===== src/rtl/mux5_rr_arbiter_pkg.sv =====
// rtl/mux5_rr_arbiter_pkg.sv - shared types and constants for the 5-way round-robin mux arbiter
package mux5_rr_arbiter_pkg;

  localparam int N_REQ = 5;
  localparam int SEL_W = 3;

  typedef enum logic {
    IDLE  = 1'b0,
    GRANT = 1'b1
  } state_e;

  localparam logic [SEL_W-1:0] SEL_IN0 = 3'b000;
  localparam logic [SEL_W-1:0] SEL_IN1 = 3'b001;
  localparam logic [SEL_W-1:0] SEL_IN2 = 3'b010;
  localparam logic [SEL_W-1:0] SEL_IN3 = 3'b011;
  localparam logic [SEL_W-1:0] SEL_IN4 = 3'b100;

  // Owner index to one-hot grant; unused codes map to no grant.
  function automatic logic [N_REQ-1:0] idx_to_onehot(input logic [SEL_W-1:0] idx);
    logic [N_REQ-1:0] oh;
    case (idx)
      SEL_IN0: oh = 5'b00001;
      SEL_IN1: oh = 5'b00010;
      SEL_IN2: oh = 5'b00100;
      SEL_IN3: oh = 5'b01000;
      SEL_IN4: oh = 5'b10000;
      default: oh = 5'b00000;
    endcase
    return oh;
  endfunction

endpackage


===== src/rtl/mux5_rr_arbiter_rr_pick5.sv =====
// rtl/mux5_rr_arbiter_rr_pick5.sv - combinational round-robin winner pick over 5 requests
module rr_pick5
  import mux5_rr_arbiter_pkg::*;
(
  input  logic [N_REQ-1:0] req,
  input  logic [SEL_W-1:0] last_ptr,
  output logic [SEL_W-1:0] win_idx,
  output logic             win_found
);

  logic [SEL_W-1:0] ptr;
  logic [SEL_W:0]   cand;

  // Scan last_ptr+1 .. last_ptr+5 (mod 5); the first requester seen wins.
  always_comb begin
    win_idx   = SEL_IN0;
    win_found = 1'b0;
    cand      = '0;
    ptr       = (last_ptr > SEL_IN4) ? SEL_IN4 : last_ptr;
    for (int k = 1; k <= N_REQ; k++) begin
      cand = {1'b0, ptr} + 4'(k);
      if (cand >= 4'(N_REQ)) begin
        cand = cand - 4'(N_REQ);
      end
      if (!win_found && req[cand[SEL_W-1:0]]) begin
        win_found = 1'b1;
        win_idx   = cand[SEL_W-1:0];
      end
    end
  end

endmodule


===== src/rtl/mux5_rr_arbiter.sv =====
// rtl/mux5_rr_arbiter.sv - round-robin arbiter driving the select lines of a 5-input mux
module mux5_rr_arbiter
  import mux5_rr_arbiter_pkg::*;
#(
  parameter int MAX_HOLD = 8,
  parameter int HOLD_W   = 4
) (
  input  logic             clk,
  input  logic             reset,
  input  logic             enable,
  input  logic [N_REQ-1:0] req,
  output logic [N_REQ-1:0] grant,
  output logic             grant_valid,
  output logic             s0,
  output logic             s1,
  output logic             s2
);

  // Hold counter saturates here; with MAX_HOLD=0 it just parks at all-ones.
  localparam logic              HOLD_EN  = (MAX_HOLD != 0);
  localparam logic [HOLD_W-1:0] HOLD_SAT = (MAX_HOLD == 0) ? {HOLD_W{1'b1}}
                                                           : HOLD_W'(MAX_HOLD - 1);

  state_e            state_q, state_d;
  logic [N_REQ-1:0]  grant_q, grant_d;
  logic [SEL_W-1:0]  sel_q, sel_d;
  logic [HOLD_W-1:0] hold_q, hold_d;
  logic [SEL_W-1:0]  last_ptr_q, last_ptr_d;

  logic [SEL_W-1:0]  win_idx;
  logic              win_found;
  logic              owner_req;
  logic              other_req;
  logic              expire;

  // The pointer always equals the current owner while granted, so one picker
  // serves both the idle path and rotation (owner is scanned last).
  rr_pick5 u_pick (
    .req       (req),
    .last_ptr  (last_ptr_q),
    .win_idx   (win_idx),
    .win_found (win_found)
  );

  assign owner_req = |(req & grant_q);
  assign other_req = |(req & ~grant_q);
  assign expire    = HOLD_EN && (hold_q == HOLD_SAT) && owner_req && other_req && enable;

  // Next-state, grant, select and hold-counter computation.
  always_comb begin
    state_d    = state_q;
    grant_d    = grant_q;
    sel_d      = sel_q;
    hold_d     = hold_q;
    last_ptr_d = last_ptr_q;
    case (state_q)
      IDLE: begin
        if (enable && win_found) begin
          state_d    = GRANT;
          grant_d    = idx_to_onehot(win_idx);
          sel_d      = win_idx;
          hold_d     = '0;
          last_ptr_d = win_idx;
        end
      end
      GRANT: begin
        if (!owner_req) begin
          // Release wins over a coincident expiry.
          if (enable && win_found) begin
            grant_d    = idx_to_onehot(win_idx);
            sel_d      = win_idx;
            hold_d     = '0;
            last_ptr_d = win_idx;
          end else begin
            state_d = IDLE;
            grant_d = '0;
            sel_d   = SEL_IN0;
            hold_d  = '0;
          end
        end else if (expire) begin
          grant_d    = idx_to_onehot(win_idx);
          sel_d      = win_idx;
          hold_d     = '0;
          last_ptr_d = win_idx;
        end else if (hold_q != HOLD_SAT) begin
          hold_d = hold_q + 1'b1;
        end
      end
      default: begin
        state_d = IDLE;
        grant_d = '0;
        sel_d   = SEL_IN0;
        hold_d  = '0;
      end
    endcase
  end

  // State and output registers; reset overrides everything, including mid-burst.
  always_ff @(posedge clk) begin
    if (reset) begin
      state_q    <= IDLE;
      grant_q    <= '0;
      sel_q      <= SEL_IN0;
      hold_q     <= '0;
      last_ptr_q <= SEL_IN4;
    end else begin
      state_q    <= state_d;
      grant_q    <= grant_d;
      sel_q      <= sel_d;
      hold_q     <= hold_d;
      last_ptr_q <= last_ptr_d;
    end
  end

  assign grant       = grant_q;
  assign grant_valid = |grant_q;
  assign s0          = sel_q[2];
  assign s1          = sel_q[1];
  assign s2          = sel_q[0];

endmodule

===== config.mk =====
export PLATFORM = sky130hd
export DESIGN_NAME = mux5_rr_arbiter
export DESIGN_NICKNAME = d
export VERILOG_FILES = /design/src/rtl/mux5_rr_arbiter_pkg.sv /design/src/rtl/mux5_rr_arbiter_rr_pick5.sv /design/src/rtl/mux5_rr_arbiter.sv
export SDC_FILE = /design/constraint.sdc
export NUM_CORES = 1
export LEC_CHECK = 0
export CORE_MARGIN = 2
export CORE_UTILIZATION = 50
export DETAILED_ROUTE_END_ITERATION = 6
export PLACE_DENSITY = 0.81
export SYNTH_ARGS = -nofsm -noshare
export SYNTH_HDL_FRONTEND = slang
export SYNTH_SLANG_ARGS = --single-unit

===== constraint.sdc =====
create_clock -name clk -period 3.42 [get_ports clk]
set_input_delay 1.026 -clock clk [delete_from_list [all_inputs] [get_ports clk]]
set_output_delay 1.026 -clock clk [all_outputs]
set_load 0.02 [all_outputs]

==> results_dict.tcl, run 1 <==
set metrics [dict create \
    layout_common_cells "buf_4, nor2_1, dfxtp_1, clkdlybuf4s50_1, nand2_1" \
    grt-ovfl-total 0 \
    period_share_pct 97.0 \
    rows 19 \
    yosys_warnings 0 \
    drive_gt1_share_pct 21.9 \
    synth_cells 188 \
    fp.coreArea_sq_um 2780 \
    crit_arrival_ps 3550 \
    grt_pass1_vias 1648 \
    synth_seq_cells 16 \
    cts.htree.levels 1 \
    maxCapViolations 0 \
    slew_headroom_pct 71.7 \
    wl_um 4590 \
    post_drt_wl_per_cell_um 18.0 \
    vias 1680 \
    synth_area_leaders "dfxtp_1, nor2_1, ha_1" \
    fp.dieH_um 58.4 \
    r2r_end "hold_q[2]$_SDFFE_PP0P_" \
    finalHoldViolCount 0 \
    layout_setup_ws_ps 104 \
    firstDrtPassIters 4 \
    endpoint_kind "flop" \
    dr.first_iter.drc_count 106 \
    post-route-drc-count 0 \
    start_kind "primary input" \
    worst-path-max-fanout 6 \
    postRouteAntennaNets 0 \
    min_path_type "flop to flop" \
    ios 17 \
    avgSynthCellArea_sq_um 7.88 \
    yosysTopAreaCell "dfxtp_1" \
    antenna_cells 0 \
    p_leak_nw 0.811 \
    yosysTopAreaCellShare_pct 21.6 \
    stdcell_count 255 \
    rrSetupSlack_ps 160 \
    yosysSeqAreaShare_pct 21.6 \
    p_per_area_nw_per_um2 558 \
    gp_congestion 0.934 \
    utilization_pct 67.6 \
    clk_latency_ps 300 \
    fin_skew_ps 1.76 \
    ctsResizeCount 0 \
    grt_usage_pct 28.8 \
    synth_ff_type "dfxtp_1" \
    final_common_cell "buf_4" \
    synthArstFlopShare_pct 0 \
    synth.distinct_cells 61 \
    slew_violations 0 \
    grt_pass1_wl_um 7530 \
    place_inst 251 \
    tritoncts "done" \
    reg2regPathDepth 10 \
    hold_end "sel_q[2]$_SDFFE_PP0P_" \
    fmax_mhz 302 \
    initial_core_util_pct 53.3 \
    status "complete, no violations" \
    finalCriticalPeriod_ps 3320 \
    cp.required_ps 3650 \
    numCtsBuffers 3 \
    syn_to_final_growth_pct 26.9 \
    power_mw 1.05 \
    holdCritStartpoint "sel_q[2]$_SDFFE_PP0P_" \
    die-area_sq_um 3410 \
    synth_fp_nets 201 \
    synth-edff-count 0 \
    max-vdd-ir-drop_v 0.000546 \
    cts_setup_buffers 0 \
    clock_path_buffers 2 \
    die_width_um 58.4 \
    crit_type "primary input to flop" \
    rsz0062_at_grt "no" \
    finalSetupViolCount 0 \
    cts_root_buf "clkbuf_4" \
    final_nets 238 \
    hpwl_um 3460 \
    pre_cts_slack_ps -259 \
    antenna_found_initial 0 \
    n_fill_cell 237 \
    cts.sinks 16 \
    grt_max_degree 22 \
    max_slew.worst_pin.slew_ps 423 \
    cts_hold_buf 0 \
    crit-reg2reg-launch "last_ptr_q[2]$_SDFFE_PP1P_" \
    synthesis.area_sq_um 1480 \
    whs_path_depth 1 \
    portBuffers 16 \
    vias_per_cell 6.59 \
    clkTransAtPathRegs_ps 90 \
]
[state kept, by name, indices dropped and copies added, names as in the netlist]
name / count
grant: 5
hold_q: 4
last_ptr_q: 3
sel_q: 3
state_q: 1
[routing by layer]
metal | wire [um] | GRT usage [%]
met5 | 0 | 0
met4 | 148 | 17.9
met3 | 340 | 3.96
met2 | 2300 | 49.8
met1 | 1810 | 33.4
[kinds of logic (layout without fill, tap and decap cells)]
group                      count (synthesis)  after routing  synth area share (%)
xor gates and xnor gates                   1              1                 0.591
DFF                                       16             16                  21.6
adders and majority gates                  5              5                  4.22
and+or+nand+nor                           67             67                  23.5
buffers and inverters                     21             57                  6.67
muxes                                      8              8                  5.74
AOI/OAI and AO/OA                         70             70                  37.7
[layout make-up]
cell class | instances | area, sq um | share of cell area (%)
multi-input cells | 151 | 1090 | 57.9
clock buffers | 4 | 36.3 | 1.93
well taps | 31 | 38.8 | 2.06
inverters | 11 | 41.3 | 2.20
repair buffers | 42 | 355 | 18.9
flip-flops and latches | 16 | 320 | 17.0
[synthesized netlist by cell type, drive strengths merged (3+ instances only)]
| master | n |
|---|---|
| nor2 | 22 |
| nand2 | 15 |
| nand3 | 3 |
| a21o | 3 |
| o21ai | 11 |
| a211o | 3 |
| o31ai | 4 |
| a21oi | 8 |
| mux2 | 4 |
| o21bai | 3 |
| o22ai | 3 |
| nor3b | 4 |
| or3 | 3 |
| ha | 5 |
| a32o | 3 |
| a31oi | 4 |
| dfxtp | 16 |
| clkbuf | 3 |
| a32oi | 3 |
| mux2i | 4 |
| inv | 11 |
| buf | 7 |
| nand2b | 4 |
| nor3 | 4 |
[stage by stage]
step / hold WS [ps] / setup TNS [ps] / area (sq um)
after CTS: 462 / 0 / 1850
after detailed placement: 441 / -2370 / 1820
after global placement: 452 / -1090 / 1820
final: 460 / 0 / 1880
after floorplan: 453 / 0 / 1480
after global routing: 500 / 0 / 1880
[worst max-delay path, stage by stage]
cell and delay (ps):
clkdlybuf4s50_1 430, mux2_2 280, a221oi_2 280, o221a_2 240
nor2_1 70, o41a_4 550, or2_4 270, a21oi_4 220
nor3b_2 190
[report_power, final]
part / internal [mW] / total [mW] / switching [mW] / leakage [nW]
sequential: 0.217 / 0.250 / 0.0338 / 0.130
clock: 0.0651 / 0.127 / 0.0618 / 0.0210
combinational: 0.307 / 0.671 / 0.364 / 0.660
[worst max path at each step]
stage | startpoint | end | slack, ps | cells after the start
final | req[3] | hold_q[2]$_SDFFE_PP0P_ | 100 | 9
after global routing | req[3] | hold_q[2]$_SDFFE_PP0P_ | 6 | 9
after CTS | req[3] | hold_q[2]$_SDFFE_PP0P_ | 40 | 9
after detailed placement | req[3] | hold_q[2]$_SDFFE_PP0P_ | -260 | 9
after global placement | req[3] | hold_q[2]$_SDFFE_PP0P_ | -140 | 9
after floorplan | last_ptr_q[2]$_SDFFE_PP1P_ | grant[1]$_SDFFE_PP0P_ | 90 | 12
(Power assumes the default switching activity.)
==> inputs of run 2 (changes only) <==
--- a/config.mk
+++ b/config.mk
@@ -5,6 +5,7 @@
 export SDC_FILE = /design/constraint.sdc
 export NUM_CORES = 1
 export LEC_CHECK = 0
+export ABC_CLOCK_PERIOD_IN_PS = 3420
 export CORE_MARGIN = 2
 export CORE_UTILIZATION = 50
 export DETAILED_ROUTE_END_ITERATION = 6
==> results of run 2 <==
Final layout, timing and power as in run 1 (identical DEF).
